`src/rtl/mips_pkg.sv`:
```
// Shared definitions for the unified memory port arbiter: FSM states, memory op codes and the
// default transaction timeout.
package mips_pkg;

  typedef enum logic [2:0] {
    StIdle  = 3'd0,
    StDBusy = 3'd1,
    StDDone = 3'd2,
    StFBusy = 3'd3,
    StFDone = 3'd4,
    StFDrop = 3'd5
  } arb_state_e;

  localparam logic MEM_OP_READ  = 1'b0;
  localparam logic MEM_OP_WRITE = 1'b1;

  localparam int unsigned DEFAULT_TIMEOUT = 255;

endpackage

```
`src/rtl/mem_port_arbiter_if.sv`:
```
// Unified memory port bus: the arbiter is the master, the memory is the slave.
interface mem_port_arbiter_if #(
  parameter int unsigned ADDR_W = 32,
  parameter int unsigned DATA_W = 32
);
  logic              mem_req;
  logic              mem_we;
  logic [ADDR_W-1:0] mem_addr;
  logic [DATA_W-1:0] mem_wdata;
  logic [DATA_W-1:0] mem_rdata;
  logic              mem_ack;

  modport master (
    output mem_req, mem_we, mem_addr, mem_wdata,
    input  mem_rdata, mem_ack
  );

  modport slave (
    input  mem_req, mem_we, mem_addr, mem_wdata,
    output mem_rdata, mem_ack
  );
endinterface

```
`src/rtl/mem_timeout_ctr.sv`:
```
// Transaction watchdog: counts cycles spent waiting for the memory and flags the cycle on which
// the count would reach TIMEOUT. TIMEOUT = 0 disables the flag.
module mem_timeout_ctr #(
  parameter int unsigned TIMEOUT = 255
) (
  input  logic clk,
  input  logic rst_n,
  input  logic clr,
  input  logic en,
  output logic tc
);

  localparam int unsigned CntW = (TIMEOUT > 0) ? $clog2(TIMEOUT + 1) : 1;

  logic [CntW-1:0] cnt_q, cnt_d;

  always_comb begin
    cnt_d = cnt_q;
    if (clr) begin
      cnt_d = '0;
    end else if (en) begin
      cnt_d = cnt_q + CntW'(1);
    end
  end

  always_ff @(posedge clk or negedge rst_n) begin
    if (!rst_n) begin
      cnt_q <= '0;
    end else begin
      cnt_q <= cnt_d;
    end
  end

  // Fires in the waiting cycle whose increment would land on TIMEOUT.
  assign tc = (TIMEOUT != 0) && en && (cnt_q == CntW'(TIMEOUT - 1));

endmodule

```
`src/rtl/mem_port_arbiter.sv`:
```
// Shares one memory port between instruction fetch and MEM-stage loads/stores. Data accesses
// win over fetches, a taken branch cancels an in-flight fetch, and every access has a watchdog.
module mem_port_arbiter import mips_pkg::*; #(
  parameter int unsigned ADDR_W  = 32,
  parameter int unsigned DATA_W  = 32,
  parameter int unsigned TIMEOUT = DEFAULT_TIMEOUT
) (
  input  logic                 clk,
  input  logic                 rst_n,
  input  logic                 if_req,
  input  logic [ADDR_W-1:0]    if_addr,
  input  logic                 flush,
  output logic [DATA_W-1:0]    if_rdata,
  output logic                 if_valid,
  output logic                 stall_if,
  input  logic                 dm_read,
  input  logic                 dm_write,
  input  logic [ADDR_W-1:0]    dm_addr,
  input  logic [DATA_W-1:0]    dm_wdata,
  output logic [DATA_W-1:0]    dm_rdata,
  output logic                 dm_done,
  output logic                 stall_pipe,
  mem_port_arbiter_if.master   mem,
  output logic                 err
);

  arb_state_e        state_q, state_d;
  logic              mem_req_q, mem_req_d;
  logic              mem_we_q, mem_we_d;
  logic [ADDR_W-1:0] mem_addr_q, mem_addr_d;
  logic [DATA_W-1:0] mem_wdata_q, mem_wdata_d;
  logic [DATA_W-1:0] dm_rdata_q, dm_rdata_d;
  logic [DATA_W-1:0] if_rdata_q, if_rdata_d;
  logic              err_q, err_d;
  logic              ctr_clr, ctr_en, timeout;

  assign ctr_en = (state_q == StDBusy) || (state_q == StFBusy) || (state_q == StFDrop);

  mem_timeout_ctr #(
    .TIMEOUT (TIMEOUT)
  ) u_timeout_ctr (
    .clk   (clk),
    .rst_n (rst_n),
    .clr   (ctr_clr),
    .en    (ctr_en),
    .tc    (timeout)
  );

  always_comb begin
    state_d     = state_q;
    mem_req_d   = mem_req_q;
    mem_we_d    = mem_we_q;
    mem_addr_d  = mem_addr_q;
    mem_wdata_d = mem_wdata_q;
    dm_rdata_d  = dm_rdata_q;
    if_rdata_d  = if_rdata_q;
    err_d       = err_q;
    ctr_clr     = 1'b0;

    unique case (state_q)
      StIdle: begin
        if (dm_read || dm_write) begin
          mem_req_d   = 1'b1;
          mem_we_d    = dm_write ? MEM_OP_WRITE : MEM_OP_READ;
          mem_addr_d  = dm_addr;
          mem_wdata_d = dm_wdata;
          ctr_clr     = 1'b1;
          state_d     = StDBusy;
        end else if (if_req && !flush) begin
          mem_req_d  = 1'b1;
          mem_we_d   = MEM_OP_READ;
          mem_addr_d = if_addr;
          ctr_clr    = 1'b1;
          state_d    = StFBusy;
        end
      end
      StDBusy: begin
        if (mem.mem_ack) begin
          mem_req_d = 1'b0;
          if (mem_we_q == MEM_OP_READ) begin
            dm_rdata_d = mem.mem_rdata;
          end
          state_d = StDDone;
        end else if (timeout) begin
          mem_req_d  = 1'b0;
          err_d      = 1'b1;
          dm_rdata_d = '0;
          state_d    = StDDone;
        end
      end
      StFBusy: begin
        // An ack wins over a coincident flush; F_DONE then masks the pulse if flush persists.
        if (mem.mem_ack) begin
          mem_req_d  = 1'b0;
          if_rdata_d = mem.mem_rdata;
          state_d    = StFDone;
        end else if (timeout) begin
          mem_req_d  = 1'b0;
          err_d      = 1'b1;
          if_rdata_d = '0;
          state_d    = flush ? StIdle : StFDone;
        end else if (flush) begin
          state_d = StFDrop;
        end
      end
      StFDrop: begin
        if (mem.mem_ack) begin
          mem_req_d = 1'b0;
          state_d   = StIdle;
        end else if (timeout) begin
          mem_req_d = 1'b0;
          err_d     = 1'b1;
          state_d   = StIdle;
        end
      end
      StDDone, StFDone: begin
        state_d = StIdle;
      end
      default: begin
        state_d = StIdle;
      end
    endcase
  end

  always_ff @(posedge clk or negedge rst_n) begin
    if (!rst_n) begin
      state_q     <= StIdle;
      mem_req_q   <= 1'b0;
      mem_we_q    <= 1'b0;
      mem_addr_q  <= '0;
      mem_wdata_q <= '0;
      dm_rdata_q  <= '0;
      if_rdata_q  <= '0;
      err_q       <= 1'b0;
    end else begin
      state_q     <= state_d;
      mem_req_q   <= mem_req_d;
      mem_we_q    <= mem_we_d;
      mem_addr_q  <= mem_addr_d;
      mem_wdata_q <= mem_wdata_d;
      dm_rdata_q  <= dm_rdata_d;
      if_rdata_q  <= if_rdata_d;
      err_q       <= err_d;
    end
  end

  assign mem.mem_req   = mem_req_q;
  assign mem.mem_we    = mem_we_q;
  assign mem.mem_addr  = mem_addr_q;
  assign mem.mem_wdata = mem_wdata_q;

  assign dm_rdata   = dm_rdata_q;
  assign if_rdata   = if_rdata_q;
  assign err        = err_q;
  assign dm_done    = (state_q == StDDone);
  assign if_valid   = (state_q == StFDone) && !flush;
  assign stall_if   = if_req && !if_valid;
  assign stall_pipe = (dm_read || dm_write) && (state_q != StDDone);

endmodule

```
`src/flat_wrapper.sv`:
```
// flat-port wrapper written by rule: the top's interface ports become plain ports
module mem_port_arbiter_flat import mips_pkg::*;
#(
  parameter int unsigned ADDR_W  = 32,
  parameter int unsigned DATA_W  = 32,
  parameter int unsigned TIMEOUT = DEFAULT_TIMEOUT
)
  (clk, rst_n, if_req, if_addr, flush, if_rdata, if_valid, stall_if, dm_read, dm_write, dm_addr, dm_wdata, dm_rdata, dm_done, stall_pipe, err, mem_mem_req, mem_mem_we, mem_mem_addr, mem_mem_wdata, mem_mem_rdata, mem_mem_ack);
  mem_port_arbiter_if #(.ADDR_W(ADDR_W), .DATA_W(DATA_W)) mem_i ();
  input  logic clk;
  input  logic rst_n;
  input  logic if_req;
  input  logic [ADDR_W-1:0] if_addr;
  input  logic flush;
  output logic [DATA_W-1:0] if_rdata;
  output logic if_valid;
  output logic stall_if;
  input  logic dm_read;
  input  logic dm_write;
  input  logic [ADDR_W-1:0] dm_addr;
  input  logic [DATA_W-1:0] dm_wdata;
  output logic [DATA_W-1:0] dm_rdata;
  output logic dm_done;
  output logic stall_pipe;
  output logic err;
  output wire logic [$bits(mem_i.mem_req)-1:0] mem_mem_req;
  output wire logic [$bits(mem_i.mem_we)-1:0] mem_mem_we;
  output wire logic [$bits(mem_i.mem_addr)-1:0] mem_mem_addr;
  output wire logic [$bits(mem_i.mem_wdata)-1:0] mem_mem_wdata;
  input wire logic [$bits(mem_i.mem_rdata)-1:0] mem_mem_rdata;
  input wire logic [$bits(mem_i.mem_ack)-1:0] mem_mem_ack;
  assign mem_mem_req = mem_i.mem_req;
  assign mem_mem_we = mem_i.mem_we;
  assign mem_mem_addr = mem_i.mem_addr;
  assign mem_mem_wdata = mem_i.mem_wdata;
  assign mem_i.mem_rdata = mem_mem_rdata;
  assign mem_i.mem_ack = mem_mem_ack;
  mem_port_arbiter #(.ADDR_W(ADDR_W), .DATA_W(DATA_W), .TIMEOUT(TIMEOUT)) u_core (.clk(clk), .rst_n(rst_n), .if_req(if_req), .if_addr(if_addr), .flush(flush), .if_rdata(if_rdata), .if_valid(if_valid), .stall_if(stall_if), .dm_read(dm_read), .dm_write(dm_write), .dm_addr(dm_addr), .dm_wdata(dm_wdata), .dm_rdata(dm_rdata), .dm_done(dm_done), .stall_pipe(stall_pipe), .mem(mem_i), .err(err));
endmodule
```
`config.mk`:
```
export PLATFORM = sky130hd
export DESIGN_NAME = mem_port_arbiter_flat
export DESIGN_NICKNAME = d
export VERILOG_FILES = /design/src/rtl/mips_pkg.sv /design/src/rtl/mem_port_arbiter_if.sv /design/src/rtl/mem_timeout_ctr.sv /design/src/rtl/mem_port_arbiter.sv /design/src/flat_wrapper.sv
export SDC_FILE = /design/constraint.sdc
export NUM_CORES = 1
export LEC_CHECK = 0
export ABC_AREA = 1
export BUFFER_PORTS_ARGS = -buffer_cell sky130_fd_sc_hd__buf_2
export CORE_ASPECT_RATIO = 1.25
export CORE_MARGIN = 2
export CORE_UTILIZATION = 45
export DETAILED_ROUTE_END_ITERATION = 16
export PLACE_DENSITY = 0.76
export RECOVER_POWER = 100
export SYNTH_ARGS = -nofsm -noshare
export SYNTH_HDL_FRONTEND = slang
export SYNTH_SLANG_ARGS = --single-unit
```
`constraint.sdc`:
```
create_clock -name clk -period 1.66 [get_ports clk]
set_input_delay 0.166 -clock clk [delete_from_list [all_inputs] [get_ports clk]]
set_output_delay 0.166 -clock clk [all_outputs]
set_load 0.005 [all_outputs]
```
### Word level (Yosys, flattened, before mapping)

Index checks and enable logic that the tools add are counted.

| storage, ports and cells | value |
|---|---|
| register bits after elaboration | 142 |
| input port bits | 135 |
| output and inout bits | 135 |
| word-level logic and storage cells | 77 |

| cells by class | value |
|---|---|
| add/sub/neg operators | 1 |
| eq/ne operators | 13 |
| multiplexer cells | 30 |
| bitwise logic cells | 1 |
| reduce and logical (&&, ||, !) cells | 23 |

Operators with widths:

| cell | number |
|---|---|
| $mux 32 | 6 |
| $mux 3 | 10 |
| $mux 8 | 2 |
| $pmux 3 s4 | 1 |
| $mux 1 | 10 |
| $ne 3x2->1 const B | 3 |
| $reduce_and 3->1 | 3 |
| $add 8x1->8 const B | 1 |
| $eq 8x8->1 const B | 1 |
| $reduce_bool 2->1 | 4 |
| $eq 3x2->1 const B | 2 |
| $eq 3x3->1 const B | 2 |
| $ne 3x1->1 const B | 2 |
| $reduce_and 2->1 | 3 |
| $logic_and 1x1->1 | 5 |
| $ne 4x3->1 const B | 1 |
| $reduce_and 4->1 | 1 |
| $eq 3x1->1 const B | 1 |
| $logic_not 3->1 | 1 |
| $logic_or 1x1->1 | 3 |
| $reduce_or 3->1 | 1 |
| $logic_not 1->1 | 2 |
| $ne 2x2->1 const B | 1 |
| $pmux 1 s2 | 1 |
| $not 1->1 | 1 |

### Depth between registers and ports, before layout

Gate-level depths: netlist of the first run.

| logic depth | value |
|---|---|
| word-level depth | 7 |
| depth in mapped cells | 10 |
| gate-level depth less buffers | 10 |

### Cells and area by module

Synthesis of the first run repeated with hierarchy kept, for this count alone.

| unflattened totals | value |
|---|---|
| cell total of the unflattened synthesis | 736 |
| area, all modules | 6353.6 µm² |

By module, submodules not included:

| module | times used | cells each | area each (µm²) | seq. area each (µm²) |
|---|---|---|---|---|
| mem_port_arbiter | 1 | 677 | 5909.4 | 3353.2 |
| mem_timeout_ctr | 1 | 59 | 444.2 | 200.2 |

### Worst setup path after synthesis of the first run

No wires, ideal clock.

| timing | value |
|---|---|
| kind | reg-to-reg |
| start point | register u_core.u_timeout_ctr.cnt_q[0] |
| end point | register u_core.dm_rdata_q[10], in the netlist u_core.dm_rdata[10] |
| setup time | 0.117 ns |
| arrival time | 1.404 ns |
| data required time | 1.543 ns |
| slack | 0.139 ns |
| cell stages (with the launch flop) | 11 |
| path buffers | 1 |
| clock period less this slack | 1.521 ns |
| cell sequence | dfrtp_1 -> inv_1 -> ha_1 -> inv_1 -> nor2_1 -> nand3_4 -> nand2_2 -> nand2_4 -> buf_6 -> nand2_1 -> o21ai_2 |

| between the ends | value |
|---|---|
| cells in the longest elaborated chain, start to end | 4 |

Ends and longest elaborated chain:

| what | line | text |
|---|---|---|
| from (decl) | mem_timeout_ctr.sv:15 | `logic [CntW-1:0] cnt_q, cnt_d;` |
| from (signal assigned) | mem_timeout_ctr.sv:30 | `cnt_q <= cnt_d;` |
| $eq 8x8->1 | mem_timeout_ctr.sv:35 | `assign tc = (TIMEOUT != 0) && en && (cnt_q == CntW'(TIMEOUT - 1));` |
| $logic_and 1x1->1 | mem_timeout_ctr.sv:35 |  |
| $reduce_bool 2->1 (no line) | -- |  |
| $reduce_and 3->1 (no line) | -- |  |
| to (signal assigned) | mem_port_arbiter.sv:141 | `dm_rdata_q <= dm_rdata_d;` |
| to (decl) | mem_port_arbiter.sv:32 | `logic [DATA_W-1:0] dm_rdata_q, dm_rdata_d;` |

Every way passes these cells.
A chain may end at the register's enable or synchronous reset.

### Final worst setup path of the first run

| timing | value |
|---|---|
| start point | register u_core.state_q[0] |
| end point | output port stall_if |

| between the ends | value |
|---|---|
| cells in the longest elaborated chain, start to end | 4 |

Ends and longest elaborated chain:

| what | line | text |
|---|---|---|
| from (decl) | mem_port_arbiter.sv:27 | `arb_state_e state_q, state_d;` |
| from (signal assigned) | mem_port_arbiter.sv:127 | `state_q <= StIdle;` |
| from (signal assigned) | mem_port_arbiter.sv:136 | `state_q <= state_d;` |
| $eq 3x3->1 | mem_port_arbiter.sv:156 | `assign if_valid = (state_q == StFDone) && !flush;` |
| $logic_and 1x1->1 | mem_port_arbiter.sv:156 |  |
| $logic_not 1->1 | mem_port_arbiter.sv:157 | `assign stall_if = if_req && !if_valid;` |
| $logic_and 1x1->1 | mem_port_arbiter.sv:157 |  |
| to (decl) | flat_wrapper.sv:17 | `output logic stall_if;` |

Every way passes these cells.

==> results of run 1 <==
==> per-stage QoR <==
step	setup TNS (ns)	power (W)
detailed placement	0	0.01193
global placement	0	0.01171
CTS	0	0.01593
global route	-0.4524	0.01687
floorplan	0	0.009293
finish	0	0.01578
==> repair_timing <==
| item | 4_1_cts | 5_1_grt |
|---|---|---|
| hold buffers | 36 | 0 |
| hold endpoints to repair | 67 | 0 |
| setup endpoints to repair | 1 | 94 |
| setup buffers | 0 | 1 |
| gates cloned | 0 | 3 |
| pin swaps | 0 | 2 |
| gates resized for setup | 1 | 9 |
==> cells by family after synthesis <==
kind of cell / Yosys count
AOI/OAI and AO/OA: 115
muxes: 32
buffers and inverters: 87
adders and majority gates: 2
and+or+nand+nor: 253
DFF: 142
==> routing by layer <==
metal | track usage [%] | vias up | share of wire, %
met5 | 0 | - | 0
met4 | 11.18 | 0 | 3.7
met3 | 4.585 | 48 | 7.0
met2 | 38.44 | 263 | 50
met1 | 26.44 | 2597 | 39
li1 | - | 2690 | -
==> final cells by class <==
cell class,instances,area [µm²]
Clock buffer,20,456.7
Antenna cell,1,2.502
Timing Repair Buffer,325,1882
Tap cell,171,214.0
Sequential cell,142,3553
Multi-Input combinational cell,402,2240
Inverter,52,197.7
Fill cell,1132,4656
Clock inverter,12,147.6
==> synth_stat cells <==
| cell | count | area share (%) |
|---|---|---|
| a21boi_4 | 1 | 0.30 |
| a21oi_1 | 7 | 0.57 |
| a31oi_1 | 32 | 3.2 |
| and3_1 | 1 | 0.10 |
| buf_2 | 7 | 0.57 |
| buf_4 | 5 | 0.61 |
| buf_6 | 9 | 1.6 |
| clkbuf_1 | 14 | 0.85 |
| dfrtp_1 | 142 | 57 |
| ha_1 | 2 | 0.40 |
| inv_1 | 48 | 2.9 |
| inv_2 | 4 | 0.24 |
| mux2_1 | 6 | 1.1 |
| mux2_2 | 26 | 4.7 |
| nand2_1 | 155 | 9.4 |
| nand2_2 | 3 | 0.30 |
| nand2_4 | 3 | 0.55 |
| nand3_1 | 39 | 3.2 |
| nand3_4 | 1 | 0.28 |
| nand4_1 | 1 | 0.10 |
| nor2_1 | 44 | 2.7 |
| nor2_2 | 1 | 0.10 |
| nor2_4 | 2 | 0.36 |
| nor3_1 | 3 | 0.24 |
| o21ai_0 | 31 | 2.5 |
| o21ai_1 | 10 | 0.81 |
| o21ai_2 | 32 | 4.5 |
| o21bai_1 | 2 | 0.24 |
==> final timing paths <==
check                                                      from                                  to  slack (ns)  cells after the start
min in group asynchronous                                 rst_n  u_core.mem.mem_addr[0]$_DFFE_PN0P_        0.39                      2
worst min register to register  u_core.dm_rdata[15]$_DFFE_PN0P_     u_core.dm_rdata[15]$_DFFE_PN0P_        0.48                      2
worst max-delay path              u_core.state_q[0]$_DFFE_PN0P_                            stall_if       0.004                      6
max in group asynchronous                                 rst_n      u_core.mem.mem_req$_DFFE_PN0P_        0.26                      3
worst max register to register    u_core.state_q[0]$_DFFE_PN0P_      u_core.dm_rdata[9]$_DFFE_PN0P_        0.06                      9
worst min-delay path                                 dm_addr[1]  u_core.mem.mem_addr[1]$_DFFE_PN0P_        0.01                      3
==> report_power, final <==
| group | switching [W] | internal [W] | leakage (nW) |
|---|---|---|---|
| Sequential | 0.000908 | 0.00510 | 1.72 |
| Combinational | 0.00317 | 0.00274 | 2.21 |
| Clock | 0.00153 | 0.00234 | 0.297 |
==> worst max-delay path: stages, from the launching register on <==
cell     delay (ns)
dfrtp_1        0.42
inv_2          0.10
nand2_4        0.07
nor3_4         0.21
buf_6          0.14
nor2_1         0.03
buf_2          0.11
==> flip-flops by register name (all words and copies together), names as in the netlist <==
signal	flops
u_core.state_q	3
u_core.mem.mem_we	1
u_core.mem.mem_addr	32
u_core.u_timeout_ctr.cnt_q	8
u_core.if_rdata	32
u_core.mem.mem_req	1
u_core.mem.mem_wdata	32
u_core.dm_rdata	32
u_core.err	1
==> flow_summary.ini, run 1 <==
[status]
status = finished clean

[timing]
skew_ns = 0.008664
finalWorstSetupSlack_ns = 0.003640
setup_violations = 0
period_needed_ns = 1.656
hold_slack_ns = 0.01272
worstMarginPinSlew_ns = 0.8548
rsz0062_at_grt = true
min_period_over_period_pct = 99.78
slew_viol_final = 0
fmax_mhz = 603.7
max_slew_margin_pct = 43.01
final-hold-violation-count = 0

[pwr]
p_leak_nw = 4.230
powerDensity_mw_per_mm2 = 1815
ir_drop_uv = 888.8

[clock_network]
cts_buffers = 17
cts_root_buf = clkbuf_16
clk_latency_ns = 0.41
cts_buffer_depth = 2
clk_pin_slew_worst_paths_ns = 0.06
htreeDepth = 4
cts_tree = yes
clock-sinks = 142

[detailed_routing]
drt_iter0_drc = 185
wire_per_inst_um = 14.94
num_vias = 5598
first_pass_iters = 5
antenna_left = 0
wl_mm = 16.81
drc_errors = 0
via_per_inst = 4.976

[synthesis]
post_synth_mux_area_share_pct = 5.828
synthXorXnorAreaFrac_pct = 0
synthSimpleGateAreaFrac_pct = 17.28
synth-seq-cells = 142
synth-seq-area-share_pct = 57.47
synth_compound_area_share_pct = 12.20
synth_nets = 768
syn-mean-instance-area_um2 = 9.799
synth_top_family_by_area = simple AND/OR/NAND/NOR gates
netlist_area_mm2 = 0.006183
synth_fa_ha_area_share_pct = 0.4047
yosys_warnings = 0
synth_cell_type_count = 28
synth_cells = 631

[floorplan]
start_util_pct = 46.32
core_mm2 = 0.01335
die_area_mm2 = 0.01470
die_w_um = 108.8
fp.dieH_um = 135.1
num_rows = 47
ioPinCount = 270

[flow_run]
drv_cap = 0

[placement]
dpl-instance-area_mm2 = 0.007744
gp_congestion = 0.8439
dp_slack_ns = 0.04630
port_buffers = 269
place_hpwl_mm = 11.49
dp.cells = 1052

[cells_and_area]
stdcell_area_mm2 = 0.008693
drive_gt1_share_pct = 33.47
final_cells = 1125
layout.nets = 1077
layout_commonest_cell = buf_2
fin_util_pct = 65.12
syn_to_final_growth_pct = 40.59
mostFrequentLayoutCells = 191 x buf_2, 154 x nand2_1, 142 x dfrtp_1, 79 x clkbuf_1, 47 x inv_1

[setup_path]
end_kind = output pin
worstPathArrival_ns = 1.49
worstPathRequired_ns = 1.49
worstSetupStartpointType = register
worstPathMaxFanout = 4
crit_type = register to output pin

[global_route]
grt.total_usage_pct = 22.39
grt_max_degree = 65
grt.overflow.total = 0
grt_first_pass_wirelength_mm = 25.77
antenna_found_initial = 1
grt_pass1_vias = 5509

[hold_path]
min_path_type = input port to register
(Power assumes the default switching activity.)
==> run 2, diff against run 1 <==
- ABC_AREA: 1 -> not set
- GPL_ROUTABILITY_DRIVEN: not set -> 1
- PLACE_DENSITY: 0.76 -> 0.77
==> run 2 against run 1 <==
  * The run now ends with setup timing left
  * Global-route usage increased by 4.3 points
  * Setup slack got worse by 0.41 ns
  * Register-to-register slack got worse by 0.46 ns
  * Clock skew about the same
  * Power increased by 4.4%
  * Combinational power increased by 13%
  * Non-clock buffer count increased by 42
  * Synthesized cell count decreased by 24%
  * Sequential power increased by 3%
  * Critical path type is now register to register
==> flow_summary.ini, run 2 <==
[status]
status = complete, but fails checks
violations = setup timing

[placement]
dpl-instance-area_mm2 = 0.007747
port_buffers = 269
gp_congestion = 0.8210
dp_slack_ns = -0.4081
place_hpwl_mm = 12.77

[setup_path]
worstSetupStartpointType = register
worstPathMaxFanout = 32
cp_top_family = compound AO/OA/AOI/OAI gates
end_kind = register
slowest_delay_ns = 0.51
worstPathArrival_ns = 2.33
crit_type = register to register
cp_cell_sequence = inv_2 > ha_4 > nand2_4 > o41a_1 > or4b_4 > buf_12 > o2bb2ai_1
critPathSlowestCell = or4b_4
worstPathRequired_ns = 1.93
crit_buf_inv = 2

[timing]
worstMarginPinSlew_ns = 1.305
max_slew_margin_pct = 13.01
fmax_mhz = 485.1
rsz0062_at_grt = true
hold_slack_ns = 0.01119
final-hold-violation-count = 0
setup_violations = 97
period_needed_ns = 2.061
min_period_over_period_pct = 124.2
slew_viol_final = 0
skew_ns = 0.008555
fin_setup_tns_ns = -23.45
finalWorstSetupSlack_ns = -0.4014

[synthesis]
synthArstFlopShare_pct = 100.0
synthFlopType = dfrtp_1
synth_edf_count = 0
synth_nets = 615
synth.most_common_cell = dfrtp_1
synth_common_cells = 142 x dfrtp_1, 40 x nand2_1, 33 x clkbuf_1, 33 x mux2i_1
synth_cell_type_count = 41
syn-mean-instance-area_um2 = 12.44
synth-seq-area-share_pct = 59.76
synth-seq-cells = 142
synth_top_area_share_pct = 59.76
synthTopCellsByArea = dfrtp_1 60%, mux2_2 6.1%, mux2i_1 5.6%
yosys.area.top_type = dfrtp_1
synth_cells = 478
yosys_warnings = 0
netlist_area_mm2 = 0.005946

[cells_and_area]
drive_gt1_share_pct = 36.99
stdcell_area_mm2 = 0.008962
layout.nets = 962
n_fill_cell = 989
syn_to_final_growth_pct = 50.74
mostFrequentLayoutCells = 186 x buf_2, 142 x dfrtp_1, 82 x clkbuf_1, 55 x dlygate4sd3_1, 39 x nand2_1
layout_commonest_cell = buf_2

[detailed_routing]
antenna_left = 0
num_vias = 5441
via_per_inst = 5.403
drc_errors = 0
wl_mm = 18.67
first_pass_iters = 5
wire_per_inst_um = 18.54
drt_iter0_drc = 285

[pwr]
p_clk_share_pct = 21.9
comb_power_share_pct = 40.4
ir_drop_uv = 887.0
netSwitchingPower_w = 0.006014
p_int_w = 0.01045
p_leak_nw = 4.230
powerDensity_mw_per_mm2 = 1837
seqPwrFrac_pct = 37.6
p_sw_share_pct = 36.52

[global_route]
grt.total_usage_pct = 26.69
antenna_found_initial = 2
grt_pass1_vias = 5730
grt_first_pass_wirelength_mm = 29.47
grt.overflow.total = 0
grt_max_degree = 59

[clock_network]
clk_pin_slew_worst_paths_ns = 0.06
htreeDepth = 4
cts_buffer_depth = 2
clock-sinks = 142
cts_buffers = 17
cts_tree = yes
clk_latency_ns = 0.41
cts_root_buf = clkbuf_16

[floorplan]
die_area_mm2 = 0.01415
num_rows = 46
die_w_um = 106.8
fp.dieH_um = 132.5
start_util_pct = 46.53
core_mm2 = 0.01278
ioPinCount = 270

[hold_path]
min_path_type = input port to register

[flow_run]
drv_cap = 0
## run 2: changes by cell type in the layout (fill, tap and decap cells not counted), moves of 32 or more
cell       before  now
a22oi_1         0   32
nor2_1         43   11
nand3_1        39    2
nand2_1       154   39
o2bb2ai_1       0   32
inv_1          47    1
mux2i_1         0   33
a22o_1          0   32
## run 2: power groups by stage
stage               clock [W]  combinational (W)  sequential, W
finish                0.00361            0.00666        0.00620
global route          0.00386            0.00729        0.00638
CTS                   0.00368            0.00681        0.00613
detailed placement          0            0.00653        0.00615
global placement            0            0.00623        0.00609
floorplan                   0            0.00330        0.00619
## run 2: final timing paths
check                                                           from                                    to  slack, ns  depth (start not counted)
hold / removal                                      mem_mem_rdata[8]        u_core.if_rdata[8]$_DFFE_PN0P_       0.01                          2
max in group asynchronous                                      rst_n  u_core.mem.mem_wdata[31]$_DFFE_PN0P_       0.14                          3
setup / recovery           u_core.u_timeout_ctr.cnt_q[0]$_DFFE_PN0P_       u_core.dm_rdata[16]$_DFFE_PN0P_      -0.40                          7
setup reg to reg           u_core.u_timeout_ctr.cnt_q[0]$_DFFE_PN0P_       u_core.dm_rdata[16]$_DFFE_PN0P_      -0.40                          7
min in group asynchronous                                      rst_n       u_core.dm_rdata[24]$_DFFE_PN0P_       0.61                          2
hold reg to reg                               u_core.err$_DFFE_PN0P_                u_core.err$_DFFE_PN0P_       0.47                          1
## run 2: layout make-up
type	instances	area [µm²]	share of cell area [%]
flip-flops and latches	142	3553	39.65
clock inverters	14	122.6	1.368
well taps	168	210.2	2.345
multi-input cells	294	2316	25.84
clock buffers	18	439.2	4.900
inverters	3	11.26	0.1256
repair buffers	367	2307	25.74
diodes	1	2.502	0.02792
## run 2: repair_timing
action | 4_1_cts | 5_1_grt
pin swaps | 1 | 7
hold endpoints to repair | 99 | 1
hold buffers | 54 | 1
gates resized for setup | 12 | 13
setup endpoints to repair | 68 | 126
cloned | 2 | 1
buffers inserted | 6 | 2
## run 2: per-stage QoR
step | total power [W] | cells | utilization, %
3_5_place_dp | 0.01268 | 910 | 60.63
6_report | 0.01647 | 1007 | 70.14
5_1_grt | 0.01753 | 1007 | 70.14
4_1_cts | 0.01662 | 1004 | 70.42
2_1_floorplan | 0.009488 | 478 | -
3_3_place_gp | 0.01232 | 910 | 60.63
## run 2: per-layer routing
metal / share of wire (%) / track usage (%)
met1: 38 / 30.89
met2: 50 / 46.00
met3: 8.9 / 7.586
met4: 3.1 / 11.33
met5: 0.038 / 0
## run 2: cells by family (layout without fill, tap and decap cells)
group / Yosys count / in the layout / share of synthesized area (%)
other: 0 / 1 / 0
and+or+nand+nor: 77 / 77 / 6.124
xor gates and xnor gates: 6 / 6 / 0.8838
AOI/OAI and AO/OA: 144 / 144 / 18.10
adders and majority gates: 2 / 2 / 0.4208
muxes: 65 / 65 / 11.62
DFF: 142 / 142 / 59.76
buffers and inverters: 42 / 402 / 3.093
## run 2: worst reg2reg max path, cell delays in order, from the launching register on
cell       delay (ns)
dfrtp_1          0.39
inv_2            0.09
ha_4             0.14
nand2_4          0.04
o41a_1           0.40
or4b_4           0.51
buf_12           0.18
o2bb2ai_1        0.17
==> run 3, diff against run 2 <==
- PLACE_DENSITY: 0.77 -> 0.84
- SLEW_MARGIN: not set -> 40
==> run 3 against run 2 <==
  * The run still ends with setup timing left
  * Sequential power grew 0.6%
  * Via count grew 1.0%
  * Sequential cell count is the same
  * Critical path type unchanged
==> flow_summary.ini, run 3 (synthesis gave the netlist of run 2 again) <==
[setup_path]
worstPathRequired_ns = 1.94
worstSetupStartpointType = register
cp_cell_sequence = inv_2 > ha_4 > nand2_2 > o41a_1 > or4b_4 > buf_12 > o2bb2ai_1
worstPathArrival_ns = 2.29
critPathSlowestCell = or4b_4
worstPathMaxFanout = 32
cp_top_family = simple AND/OR/NAND/NOR gates
crit_type = register to register
slowest_delay_ns = 0.51
end_kind = register
reg2reg_slack_ns = -0.35
crit_buf_inv = 2

[clock_network]
cts_root_buf = clkbuf_16
htreeDepth = 4
clk_pin_slew_worst_paths_ns = 0.06
cts_buffers = 17
cts_tree = yes
cts_buffer_depth = 2
clock-sinks = 142
clk_latency_ns = 0.42

[timing]
finalWorstSetupSlack_ns = -0.3494
final-hold-violation-count = 0
rsz0062_at_grt = true
max_slew_margin_pct = 20.26
skew_ns = 0.01447
worstMarginPinSlew_ns = 1.196
period_needed_ns = 2.009
hold_slack_ns = 0.009794
setup_violations = 98
min_period_over_period_pct = 121.0
fin_setup_tns_ns = -20.81
fmax_mhz = 497.7
slew_viol_final = 0

[detailed_routing]
via_per_inst = 5.470
antenna_left = 0
wl_mm = 20.24
drc_errors = 0
first_pass_iters = 4
num_vias = 5497
drt_iter0_drc = 412
wire_per_inst_um = 20.14

[global_route]
antenna_found_initial = 1
grt.total_usage_pct = 28.03
grt_max_degree = 54
grt_pass1_vias = 5846
grt_first_pass_wirelength_mm = 30.75
grt.overflow.total = 0

[floorplan]
ioPinCount = 270
die_w_um = 106.8
fp.dieH_um = 132.5
start_util_pct = 46.53
die_area_mm2 = 0.01415
core_mm2 = 0.01278
num_rows = 46

[cells_and_area]
layout_commonest_cell = buf_2
drive_gt1_share_pct = 36.84
mostFrequentLayoutCells = 181 x buf_2, 142 x dfrtp_1, 86 x clkbuf_1, 48 x dlygate4sd3_1, 39 x nand2_1
layout.nets = 960
final_cells = 1005
syn_to_final_growth_pct = 49.45

[placement]
gp_congestion = 0.9453
dp.cells = 914
port_buffers = 269
place_hpwl_mm = 12.95

[status]
violations = setup timing
status = complete, but fails checks

[flow_run]
drv_cap = 0

[pwr]
powerDensity_mw_per_mm2 = 1897
p_leak_nw = 4.178
ir_drop_uv = 953.8

[hold_path]
min_path_type = input port to register
run 3: worst reg2reg max path, stage by stage (launching register included):
cell and delay, ns:
dfrtp_1 0.38, inv_2 0.08, ha_4 0.12, nand2_2 0.05, o41a_1 0.40, or4b_4 0.51
buf_12 0.19, o2bb2ai_1 0.15
run 3: stage by stage:
stage	util (%)	power (W)	cell area [µm²]	worst slack, ns
after global routing	69.55	0.01787	8886	-0.3936
after detailed placement	60.67	0.01271	7752	-0.4051
after floorplan	-	0.009488	5979	-0.3842
after CTS	69.70	0.01674	8906	-0.3502
final	69.55	0.01686	8886	-0.3494
after global placement	60.67	0.01232	7752	-0.3369
run 3: metal layers:
metal	wire length, µm	global-route usage [%]	vias to the layer above	part of all wire [%]
met2	10390	48.69	322	51
met4	1049	14.14	0	5.2
met1	7363	31.54	2638	36
li1	-	-	2465	-
met5	0	0	-	0
met3	1441	7.291	72	7.1
run 3: power breakdown:
part           switching, W  leakage (nW)  internal (W)
Clock               0.00155         0.286       0.00222
Combinational       0.00351          2.15       0.00334
Sequential          0.00111          1.74       0.00512
run 3: final timing paths:
check                                                                from                            endpoint  cells after the start
worst min register to register                     u_core.err$_DFFE_PN0P_              u_core.err$_DFFE_PN0P_                      1
worst max-delay path            u_core.u_timeout_ctr.cnt_q[0]$_DFFE_PN0P_      u_core.dm_rdata[9]$_DFFE_PN0P_                      7
min in group asynchronous                                           rst_n     u_core.dm_rdata[16]$_DFFE_PN0P_                      2
max in group asynchronous                                           rst_n  u_core.mem.mem_addr[9]$_DFFE_PN0P_                      3
worst min-delay path                                    mem_mem_rdata[18]     u_core.if_rdata[18]$_DFFE_PN0P_                      2
worst max register to register  u_core.u_timeout_ctr.cnt_q[0]$_DFFE_PN0P_      u_core.dm_rdata[9]$_DFFE_PN0P_                      7
run 3: layout make-up:
| class | count | area, µm² |
|---|---|---|
| fillers | 954 | 3891 |
| flip-flops and latches | 142 | 3553 |
| multi-input cells | 294 | 2328 |
| repair buffers | 365 | 2191 |
| clock buffers | 20 | 466.7 |
| well taps | 168 | 210.2 |
| clock inverters | 12 | 122.6 |
| inverters | 3 | 11.26 |
| diodes | 1 | 2.502 |
run 3: repair_timing:
| action | 4_1_cts | 5_1_grt |
|---|---|---|
| resized for setup | 18 | 15 |
| setup buffers | 2 | 5 |
| pin swaps | 1 | 7 |
| gates cloned | 3 | 2 |
| hold buffers | 46 | 2 |
| endpoints found under the hold margin | 87 | 2 |
| endpoints found under the setup margin | 68 | 102 |
